File: src/rtl/alu_mul_iter.sv
// Four-function ALU plus an iterative radix-2 shift-add multiplier.
// ALU ops complete one cycle after acceptance; multiplies take WIDTH cycles.
module alu_mul_iter #(
   parameter int WIDTH = 32
) (
   input  logic             clk,
   input  logic             reset,
   input  logic             start,
   input  logic [WIDTH-1:0] a,
   input  logic [WIDTH-1:0] b,
   input  logic [2:0]       alu_control,
   output logic             busy,
   output logic             done,
   output logic [WIDTH-1:0] result_lo,
   output logic [WIDTH-1:0] result_hi,
   output logic [3:0]       alu_flags
);

   localparam int CW = $clog2(WIDTH);

   typedef enum logic [1:0] {IDLE, MULT, DONE} state_t;
   typedef enum logic [2:0] {
      OP_ADD, OP_SUB, OP_AND, OP_ORR, OP_MUL, OP_UMULL, OP_SMULL, OP_RSVD
   } op_t;

   state_t             state;
   op_t                op_q;
   logic               neg_q;
   logic [WIDTH-1:0]   mcand_q;
   logic [2*WIDTH-1:0] acc_q;
   logic [CW-1:0]      cnt_q;

   logic [WIDTH:0]     sum;
   logic [WIDTH-1:0]   alu_lo;
   logic [3:0]         alu_fl;
   logic               a_neg, b_neg;
   logic [WIDTH-1:0]   a_mag, b_mag;
   logic [WIDTH:0]     part;
   logic [2*WIDTH-1:0] acc_nxt, prod;
   logic [WIDTH-1:0]   mul_lo, mul_hi;
   logic [3:0]         mul_fl;
   logic               is_mul;

   // Single-cycle ALU path, evaluated on the live inputs at the accepting edge.
   // NOTE: every always_comb output gets a default first so no latch is inferred.
   always_comb begin
      sum    = {1'b0, a} + {1'b0, (alu_control[0] ? ~b : b)} + {{WIDTH{1'b0}}, alu_control[0]};
      alu_lo = '0;
      alu_fl = '0;
      case (alu_control)
         OP_ADD, OP_SUB: begin
            alu_lo    = sum[WIDTH-1:0];
            alu_fl[1] = sum[WIDTH];
            alu_fl[0] = ~(a[WIDTH-1] ^ b[WIDTH-1] ^ alu_control[0]) & (a[WIDTH-1] ^ sum[WIDTH-1]);
         end
         OP_AND: alu_lo = a & b;
         OP_ORR: alu_lo = a | b;
         default: alu_lo = '0;
      endcase
      if (alu_control != OP_RSVD) begin
         alu_fl[3] = alu_lo[WIDTH-1];
         alu_fl[2] = (alu_lo == '0);
      end
   end

   // Signed multiply runs on magnitudes; the sign is reapplied to the full product.
   always_comb begin
      is_mul = (alu_control == OP_MUL) || (alu_control == OP_UMULL) || (alu_control == OP_SMULL);
      a_neg  = (alu_control == OP_SMULL) && a[WIDTH-1];
      b_neg  = (alu_control == OP_SMULL) && b[WIDTH-1];
      a_mag  = a_neg ? -a : a;
      b_mag  = b_neg ? -b : b;
   end

   always_comb begin
      part    = {1'b0, acc_q[2*WIDTH-1:WIDTH]} + (acc_q[0] ? {1'b0, mcand_q} : '0);
      acc_nxt = {part, acc_q[WIDTH-1:1]};
      prod    = neg_q ? -acc_nxt : acc_nxt;
      mul_lo  = prod[WIDTH-1:0];
      mul_hi  = '0;
      mul_fl  = '0;
      if (op_q == OP_MUL) begin
         mul_fl[3] = mul_lo[WIDTH-1];
         mul_fl[2] = (mul_lo == '0);
      end else begin
         mul_hi    = prod[2*WIDTH-1:WIDTH];
         mul_fl[3] = prod[2*WIDTH-1];
         mul_fl[2] = (prod == '0);
      end
   end

   // NOTE: sequential state uses <= so every register sees pre-edge values.
   always_ff @(posedge clk) begin
      if (!reset) begin
         state     <= IDLE;
         op_q      <= OP_ADD;
         neg_q     <= 1'b0;
         mcand_q   <= '0;
         acc_q     <= '0;
         cnt_q     <= '0;
         busy      <= 1'b0;
         done      <= 1'b0;
         result_lo <= '0;
         result_hi <= '0;
         alu_flags <= '0;
      end else begin
         case (state)
            IDLE, DONE: begin
               if (start) begin
                  op_q <= op_t'(alu_control);
                  if (is_mul) begin
                     state   <= MULT;
                     busy    <= 1'b1;
                     done    <= 1'b0;
                     mcand_q <= a_mag;
                     acc_q   <= {{WIDTH{1'b0}}, b_mag};
                     neg_q   <= a_neg ^ b_neg;
                     cnt_q   <= '0;
                  end else begin
                     state     <= DONE;
                     busy      <= 1'b0;
                     done      <= 1'b1;
                     result_lo <= alu_lo;
                     result_hi <= '0;
                     alu_flags <= alu_fl;
                  end
               end else begin
                  state <= IDLE;
                  done  <= 1'b0;
               end
            end
            MULT: begin
               acc_q <= acc_nxt;
               cnt_q <= cnt_q + 1'b1;
               if (cnt_q == CW'(WIDTH - 1)) begin
                  state     <= DONE;
                  busy      <= 1'b0;
                  done      <= 1'b1;
                  result_lo <= mul_lo;
                  result_hi <= mul_hi;
                  alu_flags <= mul_fl;
               end
            end
            default: begin
               state <= IDLE;
               busy  <= 1'b0;
               done  <= 1'b0;
            end
         endcase
      end
   end

endmodule

File: config.mk
export PLATFORM = sky130hd
export DESIGN_NAME = alu_mul_iter
export DESIGN_NICKNAME = d
export VERILOG_FILES = /design/src/rtl/alu_mul_iter.sv
export SDC_FILE = /design/constraint.sdc
export NUM_CORES = 1
export LEC_CHECK = 0
export ABC_CLOCK_PERIOD_IN_PS = 20500
export BUFFER_PORTS_ARGS = -buffer_cell sky130_fd_sc_hd__clkbuf_2
export CAP_MARGIN = 20
export CORE_MARGIN = 2
export CORE_UTILIZATION = 35
export DETAILED_ROUTE_END_ITERATION = 8
export PLACE_DENSITY_LB_ADDON = 0.3
export SYNTH_ARGS = -nofsm -noshare
export SYNTH_HDL_FRONTEND = slang
export SYNTH_SLANG_ARGS = --single-unit
File: constraint.sdc
create_clock -name clk -period 20.5 [get_ports clk]
set_clock_uncertainty 0.05 [all_clocks]
set_input_delay 6.15 -clock clk [delete_from_list [all_inputs] [get_ports clk]]
set_output_delay 6.15 -clock clk [all_outputs]
set_load 0.02 [all_outputs]
==> impl_metrics.env <==
export IMPL_status="complete, no violations"
export IMPL_grt_setup_unrepaired="false"
export IMPL_synth_area_um2=15900
export IMPL_wl_um=58300
export IMPL_whs_ns=0.415
export IMPL_synth_avg_cell_area_um2=7.51
export IMPL_clock_sinks=176
export IMPL_crit_top_cell="a211oi_1"
export IMPL_htree_levels=4
export IMPL_cts_tree="done"
export IMPL_grt_pass1_vias=15400
export IMPL_drtPass1Iterations=5
export IMPL_layout_min_cycle_time_ns=10.86
export IMPL_viasPerCell=5.92
export IMPL_yosys_top_cells_area="dfxtp_1 22%, ha_1 5.7%, xor2_1 5.4%"
export IMPL_antenna_found_initial=0
export IMPL_critPathKind="in -> reg"
export IMPL_worst_path_max_fanout=52
export IMPL_dp_hpwl_um=44600
export IMPL_maxCapViolations=0
export IMPL_cts_made_buffers=17
export IMPL_clock_root_buffer="clkbuf_16"
export IMPL_layout_common_cells="208 x nand2_1, 175 x dfxtp_1, 151 x o21ai_0, 137 x clkbuf_2, 131 x nor2_1"
export IMPL_yosys_warnings=0
export IMPL_cp_num_buf_inv=2
export IMPL_clk_pin_slew_worst_paths_ns=0.07
export IMPL_synth_seq_cells=176
export IMPL_tns_ns=0
export IMPL_slew_viol_final=0
export IMPL_rows=78
export IMPL_postSynthNetCount=2263
export IMPL_fmax_mhz=92.1
export IMPL_peakVddDrop_v=0.0000474
export IMPL_end_kind="register"
export IMPL_cp_start_kind="primary input"
export IMPL_yosysSeqAreaShare_pct=22.1
export IMPL_grt_pass1_wl_um=89200
export IMPL_route_detailed_drc=0
export IMPL_vias=16300
export IMPL_core_um2=45200
export IMPL_period_share_pct=53.0
export IMPL_synthDistinctLibCells=104
export IMPL_max_stage_delay_ns=0.67
export IMPL_place_port_buffers=139
export IMPL_area_growth_pct=9.82
export IMPL_path_delay_family="compound AO/OA/AOI/OAI gates"
export IMPL_worstPathCellList="buf_2, buf_4, xor2_1, ha_1, a211oi_1, a211oi_1, o41a_1, a2111oi_0, o31ai_1, a311oi_1, or4_1, nand3_1, o21ai_0, and3b_1, nand4_1, o221ai_1, a31o_1"
export IMPL_grt_max_degree=111
export IMPL_yosysTopAreaCell="dfxtp_1"
export IMPL_synth_top_area_share_pct=22.1
export IMPL_critPathRequiredTime_ns=20.85
export IMPL_design_die_area_um2=47200
export IMPL_final_net_count=2281
export IMPL_detail_route_antenna_nets=0
export IMPL_total_leakage_power_uw=0.00693
export IMPL_start_util_pct=35.2
export IMPL_final_common_cell="nand2_1"
export IMPL_postCtsSetupBuffers=0
export IMPL_placedCellCount=2718
export IMPL_die_y_um=217
export IMPL_drt_iter0_drc=1404
export IMPL_max_slew_margin_rel_pct=30.2
export IMPL_tightest_slew_ns=1.05
export IMPL_layoutNonFillerInstCount=2751
export IMPL_synth_ff_type="dfxtp_1"
export IMPL_arrival_ns=11.22
export IMPL_syn_inst=2119
export IMPL_cts_hold_buffers=0
export IMPL_final_layout_size_suffix_gt1_share_pct=11.3
export IMPL_synth_edf_count=0
export IMPL_wire_per_inst_um=21.2
export IMPL_cts_resized=0
export IMPL_gr_total_overflow=0
export IMPL_hold_class="reg -> reg"
export IMPL_hold_viol_final=0
export IMPL_die_width_um=217
export IMPL_synthArstFlopShare_pct=0
export IMPL_routabilityCongestion=0.980
export IMPL_clk_latency_ns=0.47
export IMPL_crit_slowest_cell="a2111oi_0"
export IMPL_io_pins=140
export IMPL_grt_usage_pct=24.2
export IMPL_p_per_area_nw_per_um2=56.3
export IMPL_setup_viol=0
export IMPL_clock_path_buffers=2
layout make-up:
cell class                      count  area (um2)
Antenna cell                        1        2.50
Clock buffer                       20         447
Clock inverter                     12         101
Fill cell                        4744       27700
Inverter                           38         143
Multi-Input combinational cell   1743       11600
Sequential cell                   176        3520
Tap cell                          600         751
Timing Repair Buffer              161         871
kinds of logic after synthesis:
kind of cell	synth area share [%]
fa+ha+maj	7.36
compound gates	28.8
simple gates	26.1
buf+inv	4.87
flops	22.1
mux	0.794
xor+xnor	9.90
registers in the layout, summed over array words and instances (netlist names):
signal and flops:
cnt_q 5, done 1, state 1, busy 1, result_hi 32, result_lo 32, alu_flags 4, mcand_q 32
acc_q 64, op_q 3, neg_q 1
worst paths after layout:
path,start,end,slack [ns],depth (start not counted)
worst min register to register,mcand_q[0],mcand_q[0],0.42,2
worst max-delay path,alu_control[0],alu_flags[2],9.64,17
worst min-delay path,mcand_q[0],mcand_q[0],0.42,2
worst max register to register,acc_q[0],alu_flags[2],14.52,15
through the flow:
step	utilization [%]	total power, uW	cell area (um2)	setup WS [ns]
2_1_floorplan	-	574	15900	9.04
3_3_place_gp	37.4	660	16900	9.27
3_5_place_dp	37.5	664	16900	9.27
4_1_cts	38.7	983	17500	9.73
5_1_grt	38.7	1030	17500	9.23
6_report	38.7	984	17500	9.64
report_power, final:
| group | internal, uW | switching, uW | leakage (uW) |
|---|---|---|---|
| combinational | 103 | 188 | 0.00523 |
| clock | 161 | 160 | 0.000270 |
| sequential | 355 | 15.8 | 0.00143 |
worst register-to-register path: cells and delay by family (launching register included):
kind | cells | cell delay [ns]
AO/OA/AOI/OAI | 7 | 2.13
XOR/XNOR | 1 | 0.09
adder cells (fa/ha/maj) | 1 | 0.41
flip-flops | 1 | 0.97
AND/OR/NAND/NOR | 6 | 2.26
routing by layer:
layer  global-route usage, %  share of wire (%)  up-vias
met5                       0                  0        -
met4                    12.1                5.0        0
met3                    3.19                5.6      103
met2                    40.9                 47      565
met1                    30.3                 43     7818
li1                        -                  -     7792
cells in the mapped netlist (32+ instances only):
cell      number
clkbuf_1     126
o31ai_1       32
inv_1         37
nor3_1        48
xor2_1        99
ha_1          72
a22oi_1       62
nand3_1       67
xnor2_1       81
o21ai_0      152
o211a_1       33
dfxtp_1      176
nor2_1       132
a21boi_0      46
nor2b_1       46
nand2_1      209
a21oi_1      115
and2_1       107
Power figures use the tool's default switching activity.
